File: config.mk
export PLATFORM = sky130hd
export DESIGN_NAME = pipe_ctrl_flat
export DESIGN_NICKNAME = d
export VERILOG_FILES = /design/src/rtl/pipe_ctrl_pkg.sv /design/src/rtl/pipe_ctrl_if.sv /design/src/rtl/pipe_ctrl_mc_counter.sv /design/src/rtl/pipe_ctrl.sv /design/src/flat_wrapper.sv
export SDC_FILE = /design/constraint.sdc
export NUM_CORES = 1
export LEC_CHECK = 0
export ABC_AREA = 1
export BUFFER_PORTS_ARGS = -buffer_cell sky130_fd_sc_hd__clkbuf_2
export CAP_MARGIN = 40
export CORE_ASPECT_RATIO = 1.2
export CORE_MARGIN = 5
export CORE_UTILIZATION = 49
export CTS_CLUSTER_DIAMETER = 120
export DETAILED_ROUTE_END_ITERATION = 10
export PLACE_DENSITY = 0.81
export SYNTH_ARGS = -nofsm -noshare
export SYNTH_HDL_FRONTEND = slang
export SYNTH_SLANG_ARGS = --single-unit
File: constraint.sdc
create_clock -name clk -period 4.78 [get_ports clk]
set_input_delay 0.478 -clock clk [delete_from_list [all_inputs] [get_ports clk]]
set_output_delay 0.478 -clock clk [all_outputs]
set_load 0.01 [all_outputs]
File: src/rtl/pipe_ctrl_pkg.sv
// Shared types and constants for the pipeline control unit and its
// multi-cycle counter.
package pipe_ctrl_pkg;

    typedef enum logic {
        MC_IDLE = 1'b0,
        MC_RUN  = 1'b1
    } mc_state_e;

    localparam int unsigned STG_IF  = 1;
    localparam int unsigned STG_ID  = 2;
    localparam int unsigned STG_EX  = 3;
    localparam int unsigned STG_MEM = 4;
    localparam int unsigned STG_WB  = 5;

    // Stall bus carries the PC register plus one bit per stage output register.
    function automatic int unsigned stall_bus_w(input int unsigned stages);
        return stages + 1;
    endfunction

endpackage

File: src/rtl/pipe_ctrl_if.sv
// Handshake bundle between the core stage modules and pipe_ctrl.
interface pipe_ctrl_if #(
    parameter int unsigned STAGES = 5,
    parameter int unsigned CNT_W  = 6
);
    import pipe_ctrl_pkg::*;

    logic [STAGES-1:0]                 stallreq;
    logic                              mc_start;
    logic [CNT_W-1:0]                  mc_len;
    logic                              flush_req;
    logic [31:0]                       flush_pc;
    logic [stall_bus_w(STAGES)-1:0]    stall;
    logic [STAGES-1:0]                 flush;
    logic                              new_pc_valid;
    logic [31:0]                       new_pc;
    logic                              mc_busy;
    logic                              mc_done;
    logic [31:0]                       stall_cycles;
    logic                              deadlock;

    modport master (
        output stallreq, mc_start, mc_len, flush_req, flush_pc,
        input  stall, flush, new_pc_valid, new_pc, mc_busy, mc_done,
               stall_cycles, deadlock
    );

    modport slave (
        input  stallreq, mc_start, mc_len, flush_req, flush_pc,
        output stall, flush, new_pc_valid, new_pc, mc_busy, mc_done,
               stall_cycles, deadlock
    );

endinterface

File: src/rtl/pipe_ctrl_mc_counter.sv
// Multi-cycle (mul/div) occupancy tracker: IDLE/RUN FSM with a
// load/decrement counter, producing the MC-stage stall, busy and done.
module mc_counter
    import pipe_ctrl_pkg::*;
#(
    parameter int unsigned CNT_W = 6
) (
    input  logic             clk,
    input  logic             rst,
    input  logic             mc_start,
    input  logic [CNT_W-1:0] mc_len,
    input  logic             flush_req,
    output logic             mc_stall,
    output logic             mc_busy,
    output logic             mc_done
);

    mc_state_e        state_q, state_d;
    logic [CNT_W-1:0] cnt_q, cnt_d;
    logic [CNT_W-1:0] eff_len;
    logic             start_long;

    // A zero length behaves exactly like a single-cycle op.
    assign eff_len    = (mc_len == '0) ? CNT_W'(1) : mc_len;
    assign start_long = mc_start && (eff_len > CNT_W'(1));

    always_ff @(posedge clk) begin
        if (!rst) begin
            state_q <= MC_IDLE;
            cnt_q   <= '0;
        end else begin
            state_q <= state_d;
            cnt_q   <= cnt_d;
        end
    end

    always_comb begin
        state_d = state_q;
        cnt_d   = cnt_q;
        if (flush_req) begin
            state_d = MC_IDLE;
            cnt_d   = '0;
        end else begin
            case (state_q)
                MC_IDLE: begin
                    if (start_long) begin
                        state_d = MC_RUN;
                        cnt_d   = eff_len - CNT_W'(1);
                    end
                end
                MC_RUN: begin
                    cnt_d = cnt_q - CNT_W'(1);
                    if (cnt_q == CNT_W'(1)) begin
                        state_d = MC_IDLE;
                    end
                end
                default: begin
                    state_d = MC_IDLE;
                    cnt_d   = '0;
                end
            endcase
        end
    end

    always_comb begin
        mc_stall = 1'b0;
        mc_done  = 1'b0;
        if (rst && !flush_req) begin
            case (state_q)
                MC_IDLE: begin
                    mc_stall = start_long;
                    mc_done  = mc_start && !start_long;
                end
                MC_RUN: begin
                    mc_stall = cnt_q > CNT_W'(1);
                    mc_done  = cnt_q == CNT_W'(1);
                end
                default: ;
            endcase
        end
    end

    assign mc_busy = (state_q == MC_RUN);

endmodule

File: src/rtl/pipe_ctrl.sv
// Pipeline control: merges stage stall requests into a prefix stall mask,
// drives flush/redirect, and keeps stall statistics plus a deadlock watchdog.
module pipe_ctrl
    import pipe_ctrl_pkg::*;
#(
    parameter int unsigned STAGES   = 5,
    parameter int unsigned MC_STAGE = 3,
    parameter int unsigned CNT_W    = 6,
    parameter int unsigned WDOG     = 1024
) (
    input  logic        clk,
    input  logic        rst,
    pipe_ctrl_if.slave  bus
);

    localparam int unsigned SB_W = stall_bus_w(STAGES);
    localparam int unsigned WD_W = $clog2(WDOG + 1);

    logic              mc_stall;
    logic [STAGES-1:0] req;
    logic [SB_W-1:0]   stall_o;
    logic              acc;
    logic              flush_act;

    logic [31:0]       sc_q, sc_d;
    logic [WD_W-1:0]   wd_q, wd_d;
    logic              dead_q, dead_d;

    mc_counter #(.CNT_W(CNT_W)) u_mc_counter (
        .clk       (clk),
        .rst       (rst),
        .mc_start  (bus.mc_start),
        .mc_len    (bus.mc_len),
        .flush_req (bus.flush_req),
        .mc_stall  (mc_stall),
        .mc_busy   (bus.mc_busy),
        .mc_done   (bus.mc_done)
    );

    assign flush_act = rst && bus.flush_req;

    // Stall bit j is set when any stage at or above j requests: a running
    // OR from the WB end yields stall[0..k] for the highest requester k.
    always_comb begin
        req = bus.stallreq;
        if (mc_stall) begin
            req[MC_STAGE-1] = 1'b1;
        end
        acc     = 1'b0;
        stall_o = '0;
        for (int unsigned i = 0; i < STAGES; i++) begin
            acc                 = acc | req[STAGES-1-i];
            stall_o[STAGES-i]   = acc;
        end
        stall_o[0] = acc;
        if (!rst || bus.flush_req) begin
            stall_o = '0;
        end
    end

    assign bus.stall        = stall_o;
    assign bus.flush        = flush_act ? '1 : '0;
    assign bus.new_pc_valid = flush_act;
    assign bus.new_pc       = flush_act ? bus.flush_pc : '0;

    always_comb begin
        sc_d = sc_q + 32'(stall_o[0]);
        wd_d = '0;
        if (stall_o[0] && !bus.flush_req) begin
            wd_d = (wd_q == WD_W'(WDOG)) ? wd_q : wd_q + WD_W'(1);
        end
        dead_d = dead_q || (wd_d == WD_W'(WDOG));
    end

    always_ff @(posedge clk) begin
        if (!rst) begin
            sc_q   <= '0;
            wd_q   <= '0;
            dead_q <= 1'b0;
        end else begin
            sc_q   <= sc_d;
            wd_q   <= wd_d;
            dead_q <= dead_d;
        end
    end

    assign bus.stall_cycles = sc_q;
    assign bus.deadlock     = dead_q;

endmodule

File: src/flat_wrapper.sv
// flat-port wrapper written by rule: the top's interface ports become plain ports
module pipe_ctrl_flat import pipe_ctrl_pkg::*;
#(
    parameter int unsigned STAGES   = 5,
    parameter int unsigned MC_STAGE = 3,
    parameter int unsigned CNT_W    = 6,
    parameter int unsigned WDOG     = 1024
)
  (clk, rst, bus_stallreq, bus_mc_start, bus_mc_len, bus_flush_req, bus_flush_pc, bus_stall, bus_flush, bus_new_pc_valid, bus_new_pc, bus_mc_busy, bus_mc_done, bus_stall_cycles, bus_deadlock);
  pipe_ctrl_if #(.STAGES(STAGES), .CNT_W(CNT_W)) bus_i ();
  input  logic clk;
  input  logic rst;
  input wire logic [$bits(bus_i.stallreq)-1:0] bus_stallreq;
  input wire logic [$bits(bus_i.mc_start)-1:0] bus_mc_start;
  input wire logic [$bits(bus_i.mc_len)-1:0] bus_mc_len;
  input wire logic [$bits(bus_i.flush_req)-1:0] bus_flush_req;
  input wire logic [$bits(bus_i.flush_pc)-1:0] bus_flush_pc;
  output wire logic [$bits(bus_i.stall)-1:0] bus_stall;
  output wire logic [$bits(bus_i.flush)-1:0] bus_flush;
  output wire logic [$bits(bus_i.new_pc_valid)-1:0] bus_new_pc_valid;
  output wire logic [$bits(bus_i.new_pc)-1:0] bus_new_pc;
  output wire logic [$bits(bus_i.mc_busy)-1:0] bus_mc_busy;
  output wire logic [$bits(bus_i.mc_done)-1:0] bus_mc_done;
  output wire logic [$bits(bus_i.stall_cycles)-1:0] bus_stall_cycles;
  output wire logic [$bits(bus_i.deadlock)-1:0] bus_deadlock;
  assign bus_i.stallreq = bus_stallreq;
  assign bus_i.mc_start = bus_mc_start;
  assign bus_i.mc_len = bus_mc_len;
  assign bus_i.flush_req = bus_flush_req;
  assign bus_i.flush_pc = bus_flush_pc;
  assign bus_stall = bus_i.stall;
  assign bus_flush = bus_i.flush;
  assign bus_new_pc_valid = bus_i.new_pc_valid;
  assign bus_new_pc = bus_i.new_pc;
  assign bus_mc_busy = bus_i.mc_busy;
  assign bus_mc_done = bus_i.mc_done;
  assign bus_stall_cycles = bus_i.stall_cycles;
  assign bus_deadlock = bus_i.deadlock;
  pipe_ctrl #(.STAGES(STAGES), .MC_STAGE(MC_STAGE), .CNT_W(CNT_W), .WDOG(WDOG)) u_core (.clk(clk), .rst(rst), .bus(bus_i));
endmodule
# ---- Word level (Yosys, flattened, before mapping)
# Index checks and enable logic that the tools add are counted.
dict set report classes {
  n_addsub 4
  multipliers 0
  div 0
  magnitude_cmp 2
  eq_ne 4
  n_shift 0
  muxes 16
  bitwise_logic 6
  reduce_logical 12
}
# cell n
set ops {}
lappend ops {{$add A32 B1 Y32} 1}
lappend ops {{$mux W32} 1}
lappend ops {{$eq A11 B11 Y1 const B} 2}
lappend ops {{$mux W11} 2}
lappend ops {{$mux W6} 3}
lappend ops {{$gt A6 B1 Y1 const B} 2}
lappend ops {{$pmux W6 S2} 1}
lappend ops {{$sub A6 B1 Y6 const B} 2}
lappend ops {{$add A11 B1 Y11 const B} 1}
lappend ops {{$eq A6 B1 Y1 const B} 1}
lappend ops {{$logic_not A6 Y1} 1}
lappend ops {{$pmux W1 S2} 3}
lappend ops {{$logic_and A1 B1 Y1} 5}
lappend ops {{$mux W1} 5}
lappend ops {{$mux W5} 1}
lappend ops {{$or A1 B1 Y1} 4}
lappend ops {{$logic_not A1 Y1} 3}
lappend ops {{$logic_or A1 B1 Y1} 2}
lappend ops {{$ne A2 B2 Y1 const B} 1}
lappend ops {{$not A1 Y1} 2}
lappend ops {{$reduce_or A2 Y1} 1}
dict set report word_totals {
  regBits 51
  latch_bits 0
  ramBits 0
  romBits 0
  inputBits 47
  output_inout_bits 79
  elab_cells 49
  n_memories 0
}

# ---- Longest topological paths before layout
dict set report depth {
  word_depth 15
  mapped_depth 27
  mapped_depth_nobuf 26
}

# ---- By module
# A second synthesis with hierarchy kept.
dict set report hier_totals {
  hier_cells 554
  hier_area_um2 3367.0
}
# module instances cells_each area_each_um2 seq_area_each_um2
set modules_own_cells {}
lappend modules_own_cells {pipe_ctrl 1 446 2735.1 880.8}
lappend modules_own_cells {mc_counter 1 108 631.9 140.1}

# ---- Worst setup path after synthesis
# No wires, ideal clock.
dict set report synth_timing {
  kind {input port to flip-flop}
  startpoint {input bus_mc_len[3]}
  endpoint {register u_core.sc_q[30], in the netlist u_core.bus.stall_cycles[30]}
  setup_ns 0.132
  arrival_time_ns 3.531
  required_ns 4.648
  slack_ns 1.117
  path_stages 27
  n_path_buf 1
  path_cell_list {nor2_1 -> nand2_1 -> o21ai_0 -> inv_1 -> ha_1 -> inv_1 -> nand2_1 -> nand3_1 -> nand3_1 -> nand3_1 -> nand2_1 -> nand3_2 -> buf_2 -> ha_1 -> ha_1 -> nand2_2 -> nor2_4 -> nand3_4 -> nor2_4 -> nand2_2 -> nor2_4 -> nand2_2 -> nor2_4 -> nand2_2 -> nor2_2 -> nand2_1 -> nor3b_2}
}
dict set report synth_between {
  elab_chain_len 12
}
# item line_no
set synth_lines {}
lappend synth_lines {{start: declaration} flat_wrapper.sv:15} ;# input wire logic [$bits(bus_i.mc_len)-1:0] bus_mc_len;
lappend synth_lines {{$logic_not A6 Y1} pipe_ctrl_mc_counter.sv:24} ;# assign eff_len = (mc_len == '0) ? CNT_W'(1) : mc_len;
lappend synth_lines {{$mux W6 *} pipe_ctrl_mc_counter.sv:24}
lappend synth_lines {{$gt A6 B1 Y1 *} pipe_ctrl_mc_counter.sv:25} ;# assign start_long = mc_start && (eff_len > CNT_W'(1));
lappend synth_lines {{$logic_and A1 B1 Y1 *} pipe_ctrl_mc_counter.sv:25}
lappend synth_lines {{$pmux W1 S2 *} pipe_ctrl_mc_counter.sv:69} ;# case (state_q)
lappend synth_lines {{$mux W1 *} pipe_ctrl_mc_counter.sv:68} ;# if (rst && !flush_req) begin
lappend synth_lines {{$mux W1 *} pipe_ctrl.sv:46} ;# if (mc_stall) begin
lappend synth_lines {{$or A1 B1 Y1 * (3 in series)} pipe_ctrl.sv:52} ;# acc = acc | req[STAGES-1-i];
lappend synth_lines {{$mux W6 *} pipe_ctrl.sv:56} ;# if (!rst || bus.flush_req) begin
lappend synth_lines {{net bus_stall[0]} flat_wrapper.sv:18} ;# output wire logic [$bits(bus_i.stall)-1:0] bus_stall;
lappend synth_lines {{$add A32 B1 Y32 *} pipe_ctrl.sv:67} ;# sc_d = sc_q + 32'(stall_o[0]);
lappend synth_lines {{end signal: assignment} pipe_ctrl.sv:77} ;# sc_q <= '0;
lappend synth_lines {{end signal: assignment} pipe_ctrl.sv:81} ;# sc_q <= sc_d;
lappend synth_lines {{end: declaration} pipe_ctrl.sv:25} ;# logic [31:0] sc_q, sc_d;
# The timed path passes the listed nets; every way through them passes the cells marked *.
# A chain may end at the register's enable or synchronous reset.

# ---- Worst setup path in the final report
dict set report layout_timing {
  startpoint {input bus_mc_len[3]}
  endpoint {register u_core.sc_q[30], in the netlist u_core.bus.stall_cycles[30]}
}
dict set report layout_between {
  elab_chain_len 12
}
# item line_no
set layout_lines {}
lappend layout_lines {{$logic_not A6 Y1} pipe_ctrl_mc_counter.sv:24}
lappend layout_lines {{$mux W6 *} pipe_ctrl_mc_counter.sv:24}
lappend layout_lines {{$gt A6 B1 Y1 *} pipe_ctrl_mc_counter.sv:25}
lappend layout_lines {{$logic_and A1 B1 Y1 *} pipe_ctrl_mc_counter.sv:25}
lappend layout_lines {{$pmux W1 S2 *} pipe_ctrl_mc_counter.sv:69}
lappend layout_lines {{$mux W1 *} pipe_ctrl_mc_counter.sv:68}
lappend layout_lines {{$mux W1 *} pipe_ctrl.sv:46}
lappend layout_lines {{$or A1 B1 Y1 * (3 in series)} pipe_ctrl.sv:52}
lappend layout_lines {{$mux W6 *} pipe_ctrl.sv:56}
lappend layout_lines {{$add A32 B1 Y32 *} pipe_ctrl.sv:67}
# Mark *: on every way between the ends. The rest lies on a longest branch, timed or not.

==> flow_summary.toml <==
[floorplan]
rows = 32
die_w_um = 83.5
fp.coreArea_um2 = 6370
die_h_um = 98.2
dieArea_um2 = 8200
initial_core_util_pct = 49.9
pin_count = 126

[drt]
vias = 3340
wl_mm = 8.18
drc_errors = 0
drtPass1Iterations = 4
drtIter0Drc = 170
via_per_inst = 4.89
wl_per_cell_um = 12.0
ant_nets = 0

[synth]
ys_seq_elements = 51
synth_flop_cell = "dfxtp_1"
netlist_area_um2 = 3180
synth_edf_count = 0
synthesis.nets = 532
synth_most_common_cell = "inv_1"
synth_top_area_cell = "dfxtp_1"
yosysSeqAreaShare_pct = 32.1
synthArstFlopShare_pct = 0
synth_cell_types = 37
synth_common_cells = "inv_1, nand2_1, nor2_1"
synth_area_leaders = "dfxtp_1, inv_1, nand2_1"
synth_top_area_share_pct = 32.1
yosys_warnings = 0
syn_avg_cell_area_um2 = 6.66
synth_cells = 477

[worst_hold_path]
hp-start = "u_core.bus.deadlock"
min_path_type = "register to register"
whs_path_depth = 2
holdPathEnd = "u_core.bus.deadlock"

[cts]
clock_tree.root_cell = "clkbuf_8"
clk_latency_ns = 0.32
path_clk_slew_ns = 0.10
cts_inserted_buffers = 5
cts_resized = 0
htreeDepth = 2
ctsHoldBuffers = 0
clock_path_buffers = 2
postCtsSetupRepairBufs = 0
clkSinkCount = 51
cts_tree = "yes"

[grt]
grt_pass1_vias = 3010
overflow = 0
grt_pass1_wl_mm = 13.6
antenna_found_initial = 0
grtUsageTotal_pct = 19.6
grt_max_degree = 33

[timing]
fmax_mhz = 281
period_needed_ns = 3.56
setup_slack_ns = 1.22
slew_viol_final = 0
tns_ns = 0
worst_clock_skew_ns = 0.0143
setup_viol = 0
post-route-period-util_pct = 74.6
worst_pin_slew_ns = 0.513
hold_viol = 0
maxSlewHeadroom_pct = 65.7
rsz0062_at_grt = "false"

[status]
status = "completed"

[layout]
num-fill-cells = 591
drive_gt1_share_pct = 28.9
antenna-diode-count = 0
fin_nets = 652
design_area_um2 = 3950
areaGrowthSynthToFinish_pct = 24.3
multi_input_area_um2 = 1720
seqCellArea_um2 = 1020

[placement]
hpwl_mm = 6.69
postPlaceCellArea_um2 = 3850
port-buffer-count = 125
globalplace.congestion = 0.918
dp_worst_setup_slack_ns = 0.900

[setup_path]
cp.required_ns = 4.98
critPathArrivalTime_ns = 3.77
criticalPathCategory = "input pin to register"
worst_setup_path_start_kind = "input pin"
crit_path_max_fanout = 5
startpoint = "bus_mc_len[3]"
r2r-end = "u_core.bus.stall_cycles[30]"
rr_worst_depth = 21
r2r_setup_slack_ns = 1.90
end_kind = "register"
regToRegStartpoint = "u_core.u_mc_counter.cnt_q[0]"

[job]
cap_violations = 0

[power_and_ir_drop]
p_leak_nw = 2.10
power_density_nw_per_um2 = 213
ir_worst_vdd_mv = 0.191
total_power_mw = 0.842
-- metrics by stage --
stage	util [%]	hold WS [ns]	cells
after floorplan	-	0.474	477
after global placement	60.3	0.444	674
after detailed placement	60.6	0.447	675
after CTS	62.0	0.464	683
after global routing	62.0	0.487	683
final	62.0	0.459	683
-- cells in the final DEF, fill, tap and decap left out, types with 3 or more instances in the layout --
cell type	count
a31oi_1	4
clkbuf_8	5
nor4_1	3
nand2_1	78
a21oi_1	23
xnor2_1	3
o21a_1	4
nor2_2	4
nand2_2	7
xor2_1	10
clkbuf_2	125
nor2_1	77
nor2_4	7
inv_1	92
nand3_2	3
a211oi_1	3
o21ai_0	19
nand3_1	20
nor3_1	9
nand4_1	13
nor3b_1	3
or2_2	6
ha_1	8
dfxtp_1	51
-- where the power goes --
part / leakage, nW / internal (mW) / switching, mW
clock network: 0.0491 / 0.108 / 0.156
registers: 0.412 / 0.433 / 0.00887
logic: 1.63 / 0.0572 / 0.0790
total: 2.10 / 0.598 / 0.244
-- kinds of logic (layout without fill, tap and decap cells) --
family | Yosys count | after routing | synth area share (%)
xor+xnor | 13 | 13 | 3.58
compound gates | 58 | 58 | 10.4
flops | 51 | 51 | 32.1
buf+inv | 109 | 230 | 13.7
fa+ha+maj | 8 | 8 | 3.15
simple gates | 238 | 238 | 37.0
-- metal layers --
metal,part of all wire (%),up-vias,track usage [%]
met1,40,1474,21.6
met5,0,-,0
li1,-,1724,-
met4,1.8,0,6.06
met3,9.8,10,6.58
met2,49,132,35.6
-- critical path: stages --
cell and delay [ns]:
clkbuf_2 0.10, nor2_1 0.21, nand2_1 0.10, o21ai_0 0.29, inv_1 0.08, ha_1 0.20
inv_1 0.09, nand2_1 0.07, nand3_1 0.08, nand3_1 0.11, nand3_1 0.11, nand2_1 0.09
nand3_2 0.13, ha_1 0.19, ha_1 0.19, nand2_2 0.08, nor2_4 0.15, nand3_4 0.12
nor2_4 0.15, nand2_2 0.09, nor2_4 0.09, nand2_2 0.08, nor2_4 0.10, nand2_2 0.08
nor2_2 0.10, nand2_1 0.05, nor3b_2 0.14
-- cell type report --
cell class	count	area share (%)
multi-input cells	317	43.6
flip-flops and latches	51	25.8
repair buffers	127	16.4
inverters	95	9.03
well taps	85	2.69
clock buffers	5	1.74
clock inverters	3	0.665
-- flip-flops by register name, summed over array words and instances (netlist names) --
| name | count |
|---|---|
| u_core.wd_q | 11 |
| u_core.bus.stall_cycles | 32 |
| u_core.u_mc_counter.mc_busy | 1 |
| u_core.u_mc_counter.cnt_q | 6 |
| u_core.bus.deadlock | 1 |
-- worst max-delay path by stage --
stage / end / slack [ns] / depth (start not counted)
global route: u_core.bus.stall_cycles[30] / 0.89 / 27
detailed placement: u_core.bus.stall_cycles[30] / 0.90 / 27
global placement: u_core.bus.stall_cycles[30] / 1.05 / 27
CTS: u_core.bus.stall_cycles[30] / 1.21 / 27
finish: u_core.bus.stall_cycles[30] / 1.22 / 27
floorplan: u_core.bus.stall_cycles[30] / 1.12 / 27
Note: power is estimated with default switching activity, not from simulation.
